### src/rtl/clk_en_pkg.sv
// ============================================================================
// clk_en_pkg : shared clock constants and divisor helpers for clk_en_gen
// Revision   : 1.0
// ============================================================================
`default_nettype none

package clk_en_pkg;

    localparam int unsigned CLK_FREQ_HZ = 100_000_000;

    function automatic int unsigned hz_to_div(input int unsigned freq);
        return CLK_FREQ_HZ / freq;
    endfunction

    localparam int unsigned DIV_1HZ   = hz_to_div(1);
    localparam int unsigned DIV_2HZ   = hz_to_div(2);
    localparam int unsigned DIV_400HZ = hz_to_div(400);
    localparam int unsigned DIV_4HZ   = hz_to_div(4);

endpackage

`default_nettype wire

### src/rtl/clk_en_chan.sv
// ============================================================================
// clk_en_chan : one divider channel producing a tick enable and a square level
// Revision    : 1.0
// ============================================================================
`default_nettype none

module clk_en_chan #(
    parameter int              CNT_W = 27,
    parameter longint unsigned DIV   = 1
) (
    input  logic clk,
    input  logic rst_n,
    input  logic adv,
    input  logic clr,
    output logic tick,
    output logic level
);

    if ((DIV == 0) || (DIV >= (64'd1 << CNT_W))) begin : g_bad_div
        $error("clk_en_chan: DIV must be in 1 .. 2**CNT_W-1");
    end

    localparam logic [CNT_W-1:0] TERM = CNT_W'(DIV - 1);
    localparam logic [CNT_W-1:0] HALF = CNT_W'((DIV + 1) / 2);

    logic [CNT_W-1:0] cnt_q, cnt_d;
    logic             tick_q, tick_d;
    logic             level_q, level_d;

    always_comb begin
        cnt_d   = cnt_q;
        tick_d  = 1'b0;
        level_d = level_q;
        if (clr) begin
            // Clear wins over a coincident terminal count; that tick is dropped.
            cnt_d   = '0;
            level_d = 1'b1;
        end else if (adv) begin
            if (cnt_q == TERM) begin
                cnt_d  = '0;
                tick_d = 1'b1;
            end else begin
                cnt_d = cnt_q + 1'b1;
            end
            level_d = (cnt_d < HALF);
        end
    end

    always_ff @(posedge clk or negedge rst_n) begin
        if (!rst_n) begin
            cnt_q   <= '0;
            tick_q  <= 1'b0;
            level_q <= 1'b0;
        end else begin
            cnt_q   <= cnt_d;
            tick_q  <= tick_d;
            level_q <= level_d;
        end
    end

    assign tick  = tick_q;
    assign level = level_q;

endmodule

`default_nettype wire

### src/rtl/clk_en_gen.sv
// ============================================================================
// clk_en_gen : multi-channel clock-enable generator with pause, clear and mask
// Revision   : 1.0
// ============================================================================
`default_nettype none

module clk_en_gen
    import clk_en_pkg::*;
#(
    parameter int                       N_CH     = 4,
    parameter int                       CNT_W    = 27,
    parameter logic [N_CH*CNT_W-1:0]    DIV_VALS = {27'(DIV_4HZ), 27'(DIV_400HZ),
                                                    27'(DIV_2HZ), 27'(DIV_1HZ)}
) (
    input  logic            clk,
    input  logic            rst_n,
    input  logic            en,
    input  logic            clr,
    input  logic [N_CH-1:0] ch_en,
    output logic [N_CH-1:0] tick,
    output logic [N_CH-1:0] level,
    output logic [7:0]      wrap_cnt
);

    if ((N_CH < 1) || (N_CH > 8)) begin : g_bad_nch
        $error("clk_en_gen: N_CH must be in 1 .. 8");
    end

    for (genvar i = 0; i < N_CH; i++) begin : g_chan
        clk_en_chan #(
            .CNT_W (CNT_W),
            .DIV   ({{(64-CNT_W){1'b0}}, DIV_VALS[i*CNT_W +: CNT_W]})
        ) u_chan (
            .clk   (clk),
            .rst_n (rst_n),
            .adv   (en & ch_en[i]),
            .clr   (clr),
            .tick  (tick[i]),
            .level (level[i])
        );
    end

    logic [7:0] wrap_cnt_q, wrap_cnt_d;

    // Counts registered ch0 ticks as they are presented; wraps naturally at 8 bits.
    always_comb begin
        wrap_cnt_d = wrap_cnt_q;
        if (clr) begin
            wrap_cnt_d = '0;
        end else if (tick[0]) begin
            wrap_cnt_d = wrap_cnt_q + 8'd1;
        end
    end

    always_ff @(posedge clk or negedge rst_n) begin
        if (!rst_n) begin
            wrap_cnt_q <= '0;
        end else begin
            wrap_cnt_q <= wrap_cnt_d;
        end
    end

    assign wrap_cnt = wrap_cnt_q;

endmodule

`default_nettype wire

### config.mk
export PLATFORM = sky130hd
export DESIGN_NAME = clk_en_gen
export DESIGN_NICKNAME = d
export VERILOG_FILES = /design/src/rtl/clk_en_pkg.sv /design/src/rtl/clk_en_chan.sv /design/src/rtl/clk_en_gen.sv
export SDC_FILE = /design/constraint.sdc
export NUM_CORES = 1
export LEC_CHECK = 0
export ABC_AREA = 1
export BUFFER_PORTS_ARGS = -buffer_cell sky130_fd_sc_hd__clkbuf_2
export CORE_ASPECT_RATIO = 1.1
export CORE_UTILIZATION = 60
export DETAILED_ROUTE_END_ITERATION = 7
export PLACE_DENSITY = 0.85
export SLEW_MARGIN = 15
export SYNTH_ARGS = -nofsm -noshare
export SYNTH_HDL_FRONTEND = slang
export SYNTH_SLANG_ARGS = --single-unit
### constraint.sdc
create_clock -name clk -period 2.5 [get_ports clk]
set_clock_uncertainty 0.05 [all_clocks]
set_input_delay 0 -clock clk [delete_from_list [all_inputs] [get_ports clk]]
set_output_delay 0 -clock clk [all_outputs]
set_load 0.01 [all_outputs]
==> Word-level counts from Yosys, hierarchy flattened <==
Index checks and enable logic that the tools add are counted.
Widths: inputs -> output; s select.
{ "totals": {"in_bits": 8, "regBits": 124} }
{ "op_classes": {"n_addsub": 5, "magnitude_cmp": 4, "n_eq_ne": 4, "n_reduce_logical": 5, "bitwise_logic": 4, "muxes": 42} }
{ "op_table": {"columns": ["cell", "count"], "rows": [
  ["$mux 27", 20],
  ["$add 27x1->27 const B", 4],
  ["$eq 27x18->1 const B", 1],
  ["$eq 27x25->1 const B", 1],
  ["$eq 27x26->1 const B", 1],
  ["$eq 27x27->1 const B", 1],
  ["$lt 27x17->1 const B", 1],
  ["$lt 27x24->1 const B", 1],
  ["$lt 27x25->1 const B", 1],
  ["$lt 27x26->1 const B", 1],
  ["$mux 1", 20],
  ["$mux 8", 2],
  ["$reduce_bool 2->1", 5],
  ["$add 8x1->8 const B", 1],
  ["$and 1x1->1", 4]
]} }

==> Longest topological paths before layout <==
Gate-level depths: netlist of the first run.
{ "depth": {"depth_word": 7, "ltp_mapped": 17, "mapped_depth_nobuf": 17} }

==> Hierarchy <==
Synthesis of the first run repeated with hierarchy kept, for this count alone.
{ "unflattened": {"cells_unflattened": 1309, "hier_area_um2": 8793.4} }
{ "by_module_without_submodules": {"columns": ["module", "cells_per_inst", "area_each_um2", "instances", "seq_area_each_um2"], "rows": [
  ["clk_en_chan at g_chan[3].u_chan", 314, 2134.5, 1, 725.7],
  ["clk_en_chan at g_chan[0].u_chan", 317, 2095.8, 1, 725.7],
  ["clk_en_chan at g_chan[1].u_chan", 312, 2078.2, 1, 725.7],
  ["clk_en_chan at g_chan[2].u_chan", 309, 2031.9, 1, 725.7],
  ["clk_en_gen", 57, 452.9, 1, 200.2]
]} }

==> Worst setup path after synthesis of the first run <==
Ideal clock, no wire load.
{ "synth_path": {"path_type": "reg-to-reg", "startpoint": "reg g_chan[1].u_chan.cnt_q[0]", "endpoint": "reg g_chan[1].u_chan.level_q", "n_path_buf": 0, "path_stages_with_launch": 15, "setup_slack_ns": 0.625, "t_arrival_ns": 1.706, "synth_period_minus_slack_ns": 1.875, "setup_ns": 0.119, "cell_sequence": "dfrtp_1 ha_1 inv_2 nor2_4 nand4_1 nor2_2 nand2_1 xor2_1 nand2_1 nor2_1 nand2_1 nand2_1 nand2_1 nand2_1 nand2_1"} }
{ "synth_between": {"elab_chain_len": 7, "elab_cells_between_ends": 8, "classes_between": "add/sub: 1; order compare: 1; eq/ne: 1; mux: 5"} }
{ "synth_lines": {"columns": ["element", "line", "rtl"], "rows": [
  ["start: declaration", "clk_en_chan.sv:26", "logic [CNT_W-1:0] cnt_q, cnt_d;"],
  ["start signal: assignment", "clk_en_chan.sv:55", "cnt_q <= cnt_d;"],
  ["$add 27x1->27 or $eq 27x26->1 (tied branches)", "clk_en_chan.sv:43, clk_en_chan.sv:39", null],
  ["$mux 27 (*)", "clk_en_chan.sv:39", "if (cnt_q == TERM) begin"],
  ["$mux 27 (*)", "clk_en_chan.sv:38", "end else if (adv) begin"],
  ["$mux 27 (*)", "clk_en_chan.sv:34", "if (clr) begin"],
  ["$lt 27x25->1 (*)", "clk_en_chan.sv:45", "level_d = (cnt_d < HALF);"],
  ["$mux 1 (*)", "clk_en_chan.sv:38", null],
  ["$mux 1 (*)", "clk_en_chan.sv:34", null],
  ["end signal: assignment", "clk_en_chan.sv:57", "level_q <= level_d;"],
  ["end: declaration", "clk_en_chan.sv:28", "logic level_q, level_d;"]
]} }
Mark *: on every way between the ends. The rest lies on a longest branch, timed or not. The select of a mux whose other input is x is not followed.
A chain may end at the register's enable or synchronous reset.

==> Worst setup path after layout of the first run <==
Ends and elaborated chain as after synthesis.

==> results.py, run 1 <==
metrics = {
    "run_status": {
        "status": "complete, no violations",
    },
    "routing": {
        "drc": 0,
        "met3_wirelength_microns": 2096,
        "first_pass_iters": 6,
        "vias": 8909,
        "top_layer_used": "met4",
        "drt_iter0_markers": 1199,
        "via_per_inst": 5.916,
        "finalWirelength_microns": 24220,
        "drtAntennaViolNets": 0,
        "route.met2.wl_microns": 11140,
        "m1WireLength_microns": 10240,
        "wl_per_cell_microns": 16.08,
    },
    "setup_path": {
        "timing.critical_path.fanout_max": 6,
        "r2r_cells": 14,
        "required_ns": 2.75,
        "max_stage_delay_ns": 0.40,
        "start_kind": "flip-flop",
        "worst-setup-path-type": "reg2reg",
        "slowest_stage": "dfrtp_1",
        "r2r_setup_slack_ns": 0.20,
        "worstPathCellList": "ha_2 -> inv_2 -> nor2_4 -> nand4_1 -> nor2_2 -> nand2_1 -> xor2_1 -> nand2_1 -> nor2_1 -> nand2_1 -> nand2_1 -> nand2_1 -> nand2_1 -> nand2_1",
        "path_buf_inv": 1,
        "crit_start": "g_chan[1].u_chan.cnt_q[0]",
        "path_depth": 14,
        "timing.rr.start": "g_chan[1].u_chan.cnt_q[0]",
        "critPathTopFamily": "simple AND/OR/NAND/NOR gates",
        "cp-endpoint": "g_chan[1].u_chan.level",
        "cpMostUsedCell": "nand2_1",
        "r2r_end": "g_chan[1].u_chan.level",
        "crit_path_end_kind": "flip-flop",
        "arrival_ns": 2.56,
    },
    "sta": {
        "holdWs_ns": 0.05893,
        "fin_crit_ns": 2.303,
        "slew_viol_final": 0,
        "rsz0062_at_grt": "no",
        "max_freq_mhz": 434.3,
        "worst_slew_pin_slew_ns": 0.7100,
        "slew_headroom_pct": 52.61,
        "period_share_pct": 92.10,
        "worst_slack_ns": 0.1974,
        "setup_viol": 0,
        "setup-tns-final_ns": 0,
        "finalHoldViolations": 0,
    },
    "final_layout": {
        "multi_input_area_sq_mm": 0.004633,
        "utilization_pct": 68.65,
        "layout.cells.non_filler": 1506,
        "drive_gt1_share_pct": 8.953,
        "final_cell_area_sq_mm": 0.009509,
        "area_growth_syn_to_layout_pct": 11.72,
        "layout.area.seq_sq_mm": 0.003103,
        "layout.nets": 1318,
        "fillers": 1211,
        "antenna_cells": 0,
    },
    "cts": {
        "clock_latency_ns": 0.42,
        "cts_htree_levels": 4,
        "cts_root_buf": "clkbuf_16",
        "cts_sinks": 124,
        "clk_pin_slew_ns": 0.06,
        "clockBufferDepth": 2,
        "postCtsSetupBuffers": 0,
        "cts_tree": "done",
        "numCtsBuffers": 17,
    },
    "logic_synthesis": {
        "syn_inst": 1267,
        "synth.area.top_cells": "dfrtp_1, nand2_1, nor2_1, inv_1, nand3_1",
        "synth-seq-cells": 124,
        "yosysTopAreaCellShare_pct": 36.45,
        "synth_seq_area_share_pct": 36.45,
        "synth_top_area_cell": "dfrtp_1",
        "syn_avg_cell_area_sq_um": 6.718,
        "synth_ff_type": "dfrtp_1",
        "ys_warn_count": 0,
        "syn-cell-area_sq_mm": 0.008512,
        "syn-num-nets": 1280,
        "synth-edff-count": 0,
        "synth.distinct_cells": 41,
        "async_flop_share_pct": 100.0,
    },
    "grt": {
        "grt_antenna_before_repair": 0,
        "grt_first_pass_wirelength_microns": 39430,
        "grt_pass1_vias": 8203,
        "gr-total-overflow": 0,
        "grtUsageTotal_pct": 34.77,
        "grt_max_degree": 62,
    },
    "place": {
        "placed_area_sq_mm": 0.008850,
        "gp_congestion": 0.9913,
        "dpl.hpwl_microns": 17770,
        "io_buffers": 23,
        "dp_worst_setup_slack_ns": 0.2347,
        "dpl.cell_count": 1466,
    },
    "pwr": {
        "max-vdd-ir-drop_mv": 0.4225,
        "power_mw": 4.643,
        "p_per_area_mw_per_mm2": 488.3,
        "cellLeakagePower_nw": 4.107,
    },
    "floorplanning": {
        "dieArea_sq_mm": 0.01467,
        "ios": 24,
        "fp-row-count": 45,
        "core_sq_mm": 0.01385,
        "start_util_pct": 61.45,
        "die_x_microns": 115.6,
        "die_h_microns": 126.9,
    },
    "min_path": {
        "hp-class": "in2reg",
    },
    "run": {
        "drv_cap": 0,
    },
}
-- cell usage after synthesis, types with 5 or more instances --
master,count
dfrtp_1,124
o22ai_1,65
buf_4,11
nor4_1,13
inv_1,153
nor2_1,178
nand2_2,5
nand2_1,336
xor2_1,27
nor3_2,5
a21oi_1,22
a32o_1,5
nor2_2,13
nand3_1,100
nor3_1,29
clkbuf_1,13
o21ai_1,9
ha_1,5
inv_2,7
nand3_2,7
nand4_1,48
o21ai_0,53
-- what timing repair did --
item / in CTS / in global routing
hold buffers: 8 / 0
gates resized for setup: 0 / 1
endpoints found under the hold margin: 96 / 0
setup endpoints to repair: 0 / 1
-- routing by layer --
layer,track usage [%],vias to the layer above
li1,-,4279
met1,46.97,4078
met2,54.28,473
met3,6.450,79
met4,15.28,0
met5,0,-
-- cells by family (layout without fill, tap and decap cells) --
logic type | after synthesis | in the layout | share of synthesized area (%)
AOI/OAI and AO/OA | 161 | 161 | 10.98
xor gates and xnor gates | 31 | 31 | 3.190
adders and majority gates | 5 | 5 | 0.7350
buffers and inverters | 193 | 244 | 9.143
DFF | 124 | 124 | 36.45
and+or+nand+nor | 753 | 753 | 39.50
-- cell type report --
| class | instances | area share (%) |
|---|---|---|
| Clock buffer | 26 | 5.461 |
| Clock inverter | 6 | 0.6053 |
| Inverter | 163 | 6.434 |
| Multi-Input combinational cell | 950 | 48.72 |
| Sequential cell | 124 | 32.63 |
| Tap cell | 188 | 2.474 |
| Timing Repair Buffer | 49 | 3.671 |
-- sequential cells by signal (all words and copies together), names as in the netlist --
register / cells
g_chan.u_chan.cnt_q: 108
wrap_cnt: 8
g_chan.u_chan.level: 4
g_chan.u_chan.tick: 4
-- layout by cell type, fill, tap and decap left out, drive strengths merged, types with 4 or more instances in the layout --
cell type	netlist	layout
clkinv	3	7
nor4	13	13
ha	5	5
o21ai	62	62
a32o	5	5
xnor2	4	4
clkbuf	13	48
dlygate4sd3	0	8
nand3	107	107
nand2	343	343
buf	17	19
nor2	196	196
a21oi	23	23
o22ai	65	65
xor2	27	27
dfrtp	124	124
nand4	48	48
nand3b	4	4
inv	160	160
nor3	34	34
-- power breakdown --
part / switching, mW / internal (mW) / total [mW]
Combinational: 0.149 / 0.0549 / 0.204
Clock: 0.888 / 1.52 / 2.41
Sequential: 0.0126 / 2.02 / 2.03
Total: 1.05 / 3.59 / 4.64
-- tightest hold or removal path: stages --
cell	delay (ns)
clkbuf_2	0.16
nand2_1	0.17
nor2_1	0.06
nand2_1	0.06
nand2_1	0.04
-- worst min path at each step --
stage / from / end / slack (ns) / cells after the start
after floorplan: rst_n / g_chan[0].u_chan.cnt_q[0] / -0.35 / 0
after CTS: en / g_chan[0].u_chan.level / 0.02 / 5
after global placement: rst_n / g_chan[1].u_chan.cnt_q[17] / -0.03 / 1
after detailed placement: rst_n / g_chan[1].u_chan.cnt_q[17] / -0.03 / 1
after global routing: en / g_chan[0].u_chan.level / 0.08 / 5
final: en / g_chan[0].u_chan.level / 0.06 / 5
Note: power is estimated with default switching activity, not from simulation.
==> run 2, diff against run 1 <==
--- a/config.mk
+++ b/config.mk
@@ -8,9 +8,9 @@
 export ABC_AREA = 1
 export BUFFER_PORTS_ARGS = -buffer_cell sky130_fd_sc_hd__clkbuf_2
 export CORE_ASPECT_RATIO = 1.1
-export CORE_UTILIZATION = 60
+export CORE_UTILIZATION = 64
 export DETAILED_ROUTE_END_ITERATION = 7
-export PLACE_DENSITY = 0.85
+export PLACE_DENSITY = 0.9
 export SLEW_MARGIN = 15
 export SYNTH_ARGS = -nofsm -noshare
 export SYNTH_HDL_FRONTEND = slang
==> run 2 against run 1 <==
  * The run now ends with DRC, hold timing left
  * Combinational power is 2% lower
  * Sequential share of layout area grew 0.30 points
  * Setup slack got worse by 0.0047 ns
  * Die area down 6.1%
  * Power is 0.17% lower
  * Clock power about the same
  * Sequential cell count unchanged
  * Cell count decreased by 2.3%
  * Clock-buffer cell count down 3
  * Critical endpoint is now g_chan[2].u_chan.level
  * Largest power group unchanged
  * Highest routed layer unchanged
==> results.py, run 2 (synthesis gave the netlist of run 1 again) <==
metrics = {
    "run_status": {
        "status": "finished, violations left",
        "violations": "DRC, hold timing",
    },
    "pwr": {
        "power_mw": 4.635,
        "p_per_area_mw_per_mm2": 491.9,
        "cellLeakagePower_nw": 4.085,
        "max-vdd-ir-drop_mv": 0.3898,
    },
    "sta": {
        "worst_slew_pin_slew_ns": 0.7021,
        "max_freq_mhz": 433.4,
        "setup_viol": 0,
        "holdWs_ns": -0.006621,
        "rsz0062_at_grt": "no",
        "setup-tns-final_ns": 0,
        "period_share_pct": 92.29,
        "fin_crit_ns": 2.307,
        "finalHoldViolations": 7,
        "slew_viol_final": 0,
        "slew_headroom_pct": 53.14,
    },
    "setup_path": {
        "r2r_setup_slack_ns": 0.19,
        "slowest_stage": "dfrtp_1",
        "worst-setup-path-type": "reg2reg",
        "crit_path_end_kind": "flip-flop",
        "arrival_ns": 2.61,
        "start_kind": "flip-flop",
        "r2r_cells": 15,
        "timing.critical_path.fanout_max": 9,
        "timing.rr.start": "g_chan[2].u_chan.cnt_q[0]",
        "cpMostUsedCell": "nand2_1",
        "r2r_end": "g_chan[2].u_chan.level",
        "worstPathCellList": "ha_1 -> nand2_2 -> nor2_8 -> nand3_2 -> nor2_4 -> nand2_4 -> o21ai_1 -> nand2_1 -> nand2_1 -> nand2_1 -> nand2_1 -> nand2_1 -> nand2_1 -> nand2_1 -> a21oi_2",
        "max_stage_delay_ns": 0.45,
        "required_ns": 2.81,
    },
    "floorplanning": {
        "ios": 24,
        "die_h_microns": 123.0,
        "fp-row-count": 43,
        "core_sq_mm": 0.01280,
        "die_x_microns": 112.0,
        "dieArea_sq_mm": 0.01377,
        "start_util_pct": 66.47,
    },
    "cts": {
        "clock_latency_ns": 0.43,
        "cts_sinks": 124,
        "cts_htree_levels": 4,
        "cts_root_buf": "clkbuf_16",
        "clk_pin_slew_ns": 0.06,
        "clockBufferDepth": 2,
        "cts_tree": "done",
        "numCtsBuffers": 17,
    },
    "routing": {
        "finalWirelength_microns": 24940,
        "via_per_inst": 6.078,
        "drt_iter0_markers": 952,
        "drc": 4,
        "drtAntennaViolNets": 0,
        "vias": 8941,
        "first_pass_iters": 8,
        "wl_per_cell_microns": 16.95,
    },
    "grt": {
        "grt_first_pass_wirelength_microns": 40900,
        "grt_antenna_before_repair": 0,
        "grt_max_degree": 66,
        "grtUsageTotal_pct": 37.98,
        "grt_pass1_vias": 8481,
        "gr-total-overflow": 0,
    },
    "final_layout": {
        "largest-register": "g_chan.u_chan.cnt_q",
        "largest_reg_flops": 108,
        "antenna_cells": 0,
        "layout.cells.non_filler": 1471,
        "final_cell_area_sq_mm": 0.009423,
        "final_cell_mix": "nand2_1, nor2_1, inv_1, dfrtp_1, nand3_1",
        "area_growth_syn_to_layout_pct": 10.70,
        "layout_commonest_cell": "nand2_1",
        "drive_gt1_share_pct": 8.752,
        "layout.nets": 1315,
    },
    "place": {
        "io_buffers": 23,
        "dpl.cell_count": 1434,
        "placed_area_sq_mm": 0.008800,
        "dpl.hpwl_microns": 18240,
        "gp_congestion": 1.001,
    },
    "min_path": {
        "hp-class": "in2async",
    },
    "run": {
        "drv_cap": 0,
    },
}
[run 2: area by class of cell]
class / instances / area, sq um
repair buffers: 46 / 317.8
fillers: 1060 / 3382
clock buffers: 23 / 467.9
multi-input cells: 950 / 4633
inverters: 163 / 611.8
flip-flops and latches: 124 / 3103
clock inverters: 8 / 92.59
well taps: 157 / 196.4
[run 2: worst max-delay path by stage]
stage	start	end	slack [ns]	depth (start not counted)
final	g_chan[2].u_chan.cnt_q[0]	g_chan[2].u_chan.level	0.19	15
after global routing	g_chan[1].u_chan.cnt_q[0]	g_chan[1].u_chan.level	0.007	14
after CTS	g_chan[3].u_chan.cnt_q[0]	g_chan[3].u_chan.level	0.26	12
after detailed placement	g_chan[2].u_chan.cnt_q[0]	g_chan[2].u_chan.level	0.29	15
after global placement	g_chan[1].u_chan.cnt_q[0]	g_chan[1].u_chan.level	0.32	14
after floorplan	g_chan[1].u_chan.cnt_q[0]	g_chan[1].u_chan.level	0.63	14
[run 2: layer usage]
layer	vias to the layer above	part of all wire [%]	wire (microns)	GRT usage [%]
met5	-	0	0	0
met4	0	3.8	948	17.75
met2	502	46	11560	62.89
met3	103	8.6	2144	8.480
met1	4059	41	10290	47.76
li1	4277	-	-	-
[run 2: critical path: cells and delay by family, from the launching register on]
kind	cells	cell delay (ns)
compound gates	2	0.24
flops	1	0.45
simple gates	12	1.17
fa+ha+maj	1	0.32
[run 2: power by group]
group | switching (mW) | internal [mW] | total [mW] | leakage [nW]
Sequential | 0.0129 | 2.02 | 2.03 | 1.71
Clock | 0.901 | 1.50 | 2.40 | 0.277
Combinational | 0.149 | 0.0512 | 0.200 | 2.10
Total | 1.06 | 3.57 | 4.64 | 4.08
[run 2: through the flow]
step	util, %	setup slack [ns]
global placement	68.72	0.3218
CTS	73.57	0.2553
floorplan	-	0.6250
detailed placement	68.72	0.2873
global route	73.59	0.006765
finish	73.59	0.1927
[run 2: timing repair]
| item | CTS | global route |
|---|---|---|
| hold endpoints to repair | 130 | 0 |
| setup endpoints to repair | 0 | 1 |
| setup buffers | 0 | 0 |
| gates resized for setup | 0 | 1 |
| hold buffers | 6 | 0 |
